==> config.mk <==
export PLATFORM = sky130hd
export DESIGN_NAME = imem_loader
export DESIGN_NICKNAME = d
export VERILOG_FILES = /design/src/rtl/imem_loader.sv
export SDC_FILE = /design/constraint.sdc
export NUM_CORES = 1
export LEC_CHECK = 0
export CORE_MARGIN = 2
export CORE_UTILIZATION = 51
export CTS_BUF_LIST = sky130_fd_sc_hd__clkbuf_2 sky130_fd_sc_hd__clkbuf_4 sky130_fd_sc_hd__clkbuf_8
export CTS_CLUSTER_SIZE = 8
export DETAILED_ROUTE_END_ITERATION = 8
export PLACE_DENSITY = 0.77
export SLEW_MARGIN = 20
export SYNTH_ARGS = -nofsm -noshare
export SYNTH_HDL_FRONTEND = slang
export SYNTH_SLANG_ARGS = --single-unit
==> constraint.sdc <==
create_clock -name clk -period 5.19 [get_ports clk]
set_clock_uncertainty 0.15 [all_clocks]
set_input_delay 1.2975 -clock clk [delete_from_list [all_inputs] [get_ports clk]]
set_output_delay 1.2975 -clock clk [all_outputs]
set_load 0.05 [all_outputs]
==> src/rtl/imem_loader.sv <==
// Boot loader: packs a big-endian byte stream into 32-bit words and writes them to instruction memory, holding the PC frozen until the whole image is written.
// Latency: mem_we is asserted the cycle after the 4th byte handshake of each word; a word takes at least 5 cycles.
// Backpressure: byte_ready is high only while collecting bytes (RECV, plus CHECK); it drops for the WRITE cycle. Optional checksum byte: define IMEM_LOADER_CHECKSUM_EN.
module imem_loader #(
    parameter int PC_WIDTH       = 6,
    parameter int CODE_DIR_WIDTH = 4,
    parameter int CODE_DEPTH     = 16
) (
    input  logic                      clk,
    input  logic                      rst,
    input  logic                      start,
    input  logic [CODE_DIR_WIDTH:0]   word_count,
    input  logic                      byte_valid,
    input  logic [7:0]                byte_data,
    output logic                      byte_ready,
    output logic                      mem_we,
    output logic [CODE_DIR_WIDTH-1:0] mem_addr,
    output logic [31:0]               mem_wdata,
    output logic                      pc_write,
    output logic                      busy,
    output logic                      done,
    output logic                      err
);

    // The PC addresses bytes; the word address is PC[CODE_DIR_WIDTH+1:2], so the PC must be wide enough.
    if (PC_WIDTH < CODE_DIR_WIDTH + 2) begin : g_pc_width_check
        $error("imem_loader: PC_WIDTH too small for CODE_DIR_WIDTH");
    end

    localparam logic [CODE_DIR_WIDTH:0]   DEPTH_W  = (CODE_DIR_WIDTH + 1)'(CODE_DEPTH);
    localparam logic [CODE_DIR_WIDTH-1:0] LAST_MAX = CODE_DIR_WIDTH'(CODE_DEPTH - 1);

`ifdef IMEM_LOADER_CHECKSUM_EN
    typedef enum logic [2:0] {S_IDLE, S_RECV, S_WRITE, S_CHECK, S_DONE} state_t;
`else
    typedef enum logic [2:0] {S_IDLE, S_RECV, S_WRITE, S_DONE} state_t;
`endif

    state_t                    state, state_nxt;
    logic [CODE_DIR_WIDTH-1:0] idx;
    logic [CODE_DIR_WIDTH-1:0] last_idx;
    logic [1:0]                byte_cnt;
    logic [23:0]               shift;
    logic                      start_acc;
    logic                      err_q;

    // State register; reset parks the loader in IDLE with the core frozen.
    always_ff @(posedge clk) begin
        if (!rst) begin
            state <= S_IDLE;
        end else begin
            state <= state_nxt;
        end
    end

    // Next-state and state-decoded outputs.
    always_comb begin
        state_nxt  = state;
        byte_ready = 1'b0;
        mem_we     = 1'b0;
        busy       = 1'b0;
        done       = 1'b0;
        pc_write   = 1'b0;
        start_acc  = 1'b0;
        case (state)
            S_IDLE: begin
                start_acc = start;
                if (start) state_nxt = S_RECV;
            end
            S_RECV: begin
                byte_ready = 1'b1;
                busy       = 1'b1;
                if (byte_valid && byte_cnt == 2'd3) state_nxt = S_WRITE;
            end
            S_WRITE: begin
                mem_we = 1'b1;
                busy   = 1'b1;
                if (idx == last_idx) begin
`ifdef IMEM_LOADER_CHECKSUM_EN
                    state_nxt = S_CHECK;
`else
                    state_nxt = S_DONE;
`endif
                end else begin
                    state_nxt = S_RECV;
                end
            end
`ifdef IMEM_LOADER_CHECKSUM_EN
            S_CHECK: begin
                byte_ready = 1'b1;
                busy       = 1'b1;
                if (byte_valid) state_nxt = S_DONE;
            end
`endif
            S_DONE: begin
                done      = 1'b1;
                pc_write  = !err_q;
                start_acc = start;
                if (start) state_nxt = S_RECV;
            end
            default: state_nxt = S_IDLE;
        endcase
    end

`ifdef IMEM_LOADER_CHECKSUM_EN
    logic [7:0] csum;

    // Running XOR of image bytes, compared against the trailing checksum byte.
    always_ff @(posedge clk) begin
        if (!rst) begin
            csum  <= 8'h00;
            err_q <= 1'b0;
        end else if (start_acc) begin
            csum  <= 8'h00;
            err_q <= 1'b0;
        end else if (state == S_RECV && byte_valid) begin
            csum <= csum ^ byte_data;
        end else if (state == S_CHECK && byte_valid) begin
            err_q <= (byte_data != csum);
        end
    end
`else
    assign err_q = 1'b0;
`endif

    assign err = err_q;

    // Word assembly, word index and the write-port registers (which hold between writes).
    always_ff @(posedge clk) begin
        if (!rst) begin
            idx       <= '0;
            last_idx  <= '0;
            byte_cnt  <= 2'd0;
            shift     <= 24'h0;
            mem_addr  <= '0;
            mem_wdata <= 32'h0;
        end else begin
            if (start_acc) begin
                idx      <= '0;
                byte_cnt <= 2'd0;
                // Zero or oversize counts mean "fill the whole memory".
                if (word_count == '0 || word_count > DEPTH_W) begin
                    last_idx <= LAST_MAX;
                end else begin
                    last_idx <= word_count[CODE_DIR_WIDTH-1:0] - 1'b1;
                end
            end
            if (state == S_RECV && byte_valid) begin
                shift    <= {shift[15:0], byte_data};
                byte_cnt <= byte_cnt + 2'd1;
                if (byte_cnt == 2'd3) begin
                    mem_addr  <= idx;
                    mem_wdata <= {shift, byte_data};
                end
            end
            // Index stops at the last word so it can never wrap to address 0.
            if (state == S_WRITE && idx != last_idx) begin
                idx      <= idx + 1'b1;
                byte_cnt <= 2'd0;
            end
        end
    end

endmodule
# Word-level counts from Yosys, hierarchy flattened
# Index checks and enable logic that the tools add are counted.
[word_totals]
register_bits = 73
input_bits = 17
out_inout_bits = 42
elab_cells = 47
[classes]
add_sub_neg = 3
magnitude_cmp = 1
n_eq_ne = 8
mux = 14
n_bitwise = 1
reduce_logical = 13
[ops]
columns = ["op", "n"]
rows = [
  ["two-way mux 4 bit", 3],
  ["one-hot mux 3 bit (3 select lines)", 1],
  ["== test 3 x 2 -> 1 bit, second input constant", 2],
  ["two-way mux 2 bit", 3],
  ["two-way mux 3 bit", 2],
  ["OR reduction 2 bit", 3],
  ["> comparator 5 bit, second input constant", 1],
  ["logical NOT 5 bit", 1],
  ["two-way mux 1 bit", 5],
  ["adder 4 x 1 -> 4 bit, second input constant", 1],
  ["== test 4 bit", 1],
  ["!= test 4 bit", 1],
  ["AND reduction 2 bit", 2],
  ["nonzero test 2 bit", 2],
  ["subtractor 4 x 1 -> 4 bit, second input constant", 1],
  ["== test 3 x 1 -> 1 bit, second input constant", 1],
  ["logical AND 1 bit", 3],
  ["logical NOT 3 bit", 1],
  ["adder 2 x 1 -> 2 bit, second input constant", 1],
  ["== test 2 bit, second input constant", 1],
  ["!= test 2 x 1 -> 1 bit, second input constant", 1],
  ["!= test 2 bit, second input constant", 1],
  ["logical OR 1 bit", 1],
  ["NOT 1 bit", 1],
]

# Logic depth before layout (Yosys ltp)
[logic_depth]
ltp_word = 5
mapped_depth = 8
ltp_nobuf = 6

# Worst setup path before layout
# No wires, ideal clock.
[synth_timing]
path_type = "register -> output"
from = "register state[0]"
to = "output port pc_write"
t_arrival_ns = 1.149
required_time_ns = 3.743
path_slack_ns = 2.593
stages_incl_launch_ff = 3
n_path_buf = 1
path_cell_list = "dfxtp_1 ha_1 buf_4"
[synth_via]
elab_chain_len = 2
[synth_lines]
columns = ["item", "line", "text"]
rows = [
  ["from (decl)", "39", "state_t state, state_nxt;"],
  ["from (signal assigned)", "52", "state <= state_nxt;"],
  ["== test 3 x 2 -> 1 bit", "n/a", ""],
  ["two-way mux 1 bit", "n/a", ""],
  ["to (decl)", "19", "output logic pc_write,"],
]
# Every way passes these cells.

# Worst setup path in the final report
[layout_timing]
from = "register state[0]"
to = "output port busy"
[layout_via]
elab_chain_len = 3
word_cells_on_any_way = 4
cone_classes = "eq/ne: 2; mux: 1; reduce/logical: 1"
[layout_lines]
columns = ["item", "line", "text"]
rows = [
  ["== test 3 x 1 -> 1 bit / == test 3 x 2 -> 1 bit (equally long branches)", "65", "case (state)"],
  ["OR reduction 2 bit (no source line) (*)", "n/a", ""],
  ["two-way mux 1 bit (*)", "65", ""],
  ["to (decl)", "20", "output logic busy,"],
]
# Mark *: on every way between the ends. The rest lies on a longest branch, timed or not.

==> flow_summary.yaml <==
setup_path:
  slowest_delay_ps: 790
  end_kind: "output pin"
  cp-start-kind: "register"
  cpMostUsedCell: "inv_1"
  crit_buf_inv: 3
  critPathRequiredTime_ps: 3740
  crit_family: "buffers and inverters"
  criticalPathCategory: "reg -> out"
  path_max_fanout: 5
  cp_slowest_cell: "clkdlybuf4s50_1"
  path_cells: "inv_1 > ha_1 > inv_1 > clkdlybuf4s50_1"
  arrival_ps: 1990
routing:
  highest_layer: "met4"
  antenna_left: 0
  wl_met2_um: 2690
  via_per_inst: 5.08
  dr.pass1.iters: 4
  wl_um: 5780
  wl_met3_um: 299
  wl_met1_um: 2740
  wl_per_cell_um: 12.2
  num_vias: 2398
  drt_iter0_markers: 125
  drc: 0
sta:
  max-slew-margin-rel_pct: 33.0
  min_period_over_period_pct: 66.3
  tightest_slew_ps: 1010
  slew_viol_final: 0
  fmax_ghz: 0.291
  final_hold_viol_count: 0
  setup_tns_ps: 0
  rsz0062_at_grt: "false"
  fin_crit_ps: 3440
  setup_violations: 0
global_routing:
  track_usage_pct: 20.2
  grt_pass1_vias: 2223
  grt_antenna_before_repair: 0
  grt_pass1_wl_um: 10000
  grt_overflow: 0
  grt_max_degree: 73
final_layout:
  insertedDiodeCount: 0
  layout-drive-gt1-share_pct: 5.75
  syn_to_final_growth_pct: 26.0
  nets: 419
synth:
  yosysMostFrequentCell: "nand2_1"
  yosys_warnings: 0
  synth_common_cells: "nand2_1, dfxtp_1, a21boi_0"
  ys_types: 27
  synth_area_leaders: "dfxtp_1, nand2_1, a21boi_0"
  syn_inst: 347
  syn-cell-area_um2: 2910
  yosysSeqAreaShare_pct: 49.6
  ys_async_sr_fraction_pct: 0
  yosysTopAreaCellShare_pct: 49.6
  syn_area_per_cell_um2: 8.38
  synthFlopType: "dfxtp_1"
  syn-num-nets: 371
  synth_edf_count: 0
  synth_top_cell_by_area: "dfxtp_1"
  ys_ff_latch: 72
clock_network:
  postCtsResizedCells: 0
  cts.sinks: 72
  clkSlewWorstSetupHoldPaths_ps: 70
  htreeDepth: 3
  post_cts_buffers: 0
  cts_buffers: 9
  clk_latency_ps: 340
  clockRootBuffer: "clkbuf_8"
  postCtsHoldBufs: 0
  clockBufferDepth: 2
  tritoncts: "built"
pwr:
  power_frac_comb_pct: 23.1
  p_seq_share_pct: 46.9
  p_total_mw: 1.32
  power_switching_mw: 0.425
  p_leak_nw: 1.29
  clkPwrFrac_pct: 30.0
  powerDensity_nw_per_um2: 360
  irDropWorstVdd_mv: 0.388
  switching_share_pct: 32.2
  p_int_mw: 0.896
floorplan:
  fp.coreArea_um2: 5510
  dieArea_um2: 6320
  pin_count: 59
  initial_core_util_pct: 52.8
  die_w_um: 79.5
  rows: 27
  die_h_um: 79.5
run_status:
  status: "finished clean"
worst_hold_path:
  min_path_type: "reg -> reg"
place:
  port_buffers: 57
  hpwl_um: 3830
  gp_congestion: 0.700
flow_run:
  drv_cap: 0
[tightest hold or removal path, cell delays in order (launching register included)]
cell and delay, ps:
dfxtp_1 310, nand2_1 40, a21boi_0 60
[state kept, by name (all words and copies together) (netlist names)]
name / flops
state: 2
mem_addr: 4
byte_cnt: 2
shift: 24
idx: 4
mem_wdata: 32
last_idx: 4
[final cells by class]
type                    instances  area, um2
repair buffers                 60        588
multi-input cells             246       1350
well taps                      72       90.1
inverters                       6       22.5
clock inverters                 3       17.5
clock buffers                  13        160
fillers                       467       1840
flip-flops and latches         72       1440
[final timing paths]
| path | start | endpoint | slack, ps | depth (start not counted) |
|---|---|---|---|---|
| hold reg to reg | mem_wdata[0] | mem_wdata[0] | 310 | 2 |
| hold / removal | mem_wdata[0] | mem_wdata[0] | 310 | 2 |
| setup / recovery | state[0] | busy | 1750 | 4 |
| setup reg to reg | state[1] | mem_wdata[9] | 3030 | 7 |
[power groups by stage]
| stage | sequential (mW) | combinational [mW] | clock (mW) |
|---|---|---|---|
| 2_1_floorplan | 0.623 | 0.230 | 0 |
| 5_1_grt | 0.624 | 0.334 | 0.436 |
| 6_report | 0.619 | 0.305 | 0.396 |
| 4_1_cts | 0.619 | 0.306 | 0.406 |
| 3_5_place_dp | 0.631 | 0.302 | 0 |
| 3_3_place_gp | 0.631 | 0.296 | 0 |
[metal layers]
layer	up-vias	track usage [%]
li1	1231	-
met1	1101	26.3
met2	61	31.3
met3	5	6.00
met4	0	8.28
met5	-	0
[logic make-up after synthesis]
logic type	Yosys count	synth area share, %
compound gates	78	19.6
other cells	1	0.129
fa+ha+maj	7	3.01
xor+xnor	7	2.11
buf+inv	29	4.30
flops	72	49.6
simple gates	153	21.3
[cells in the final DEF, fill, tap and decap left out, types with 5 or more instances in the layout]
cell type | synthesis | layout
a21oi_1 | 5 | 5
inv_1 | 6 | 6
dfxtp_1 | 72 | 72
nor2_1 | 5 | 5
clkbuf_8 | 0 | 10
o21ai_0 | 7 | 7
xor2_1 | 6 | 6
a21boi_0 | 60 | 60
ha_1 | 7 | 7
nand2_1 | 129 | 128
clkdlybuf4s50_1 | 0 | 56
[metrics by stage]
stage	instances	instance area (um2)	setup slack [ps]	util, %	hold slack (ps)
after global placement	456	3480	1630	63.3	304
after global routing	472	3660	1660	66.6	337
after CTS	472	3660	1730	66.5	318
final	472	3660	1750	66.6	314
after detailed placement	456	3480	1560	63.3	309
after floorplan	347	2910	2590	-	291
(Power assumes the default switching activity.)
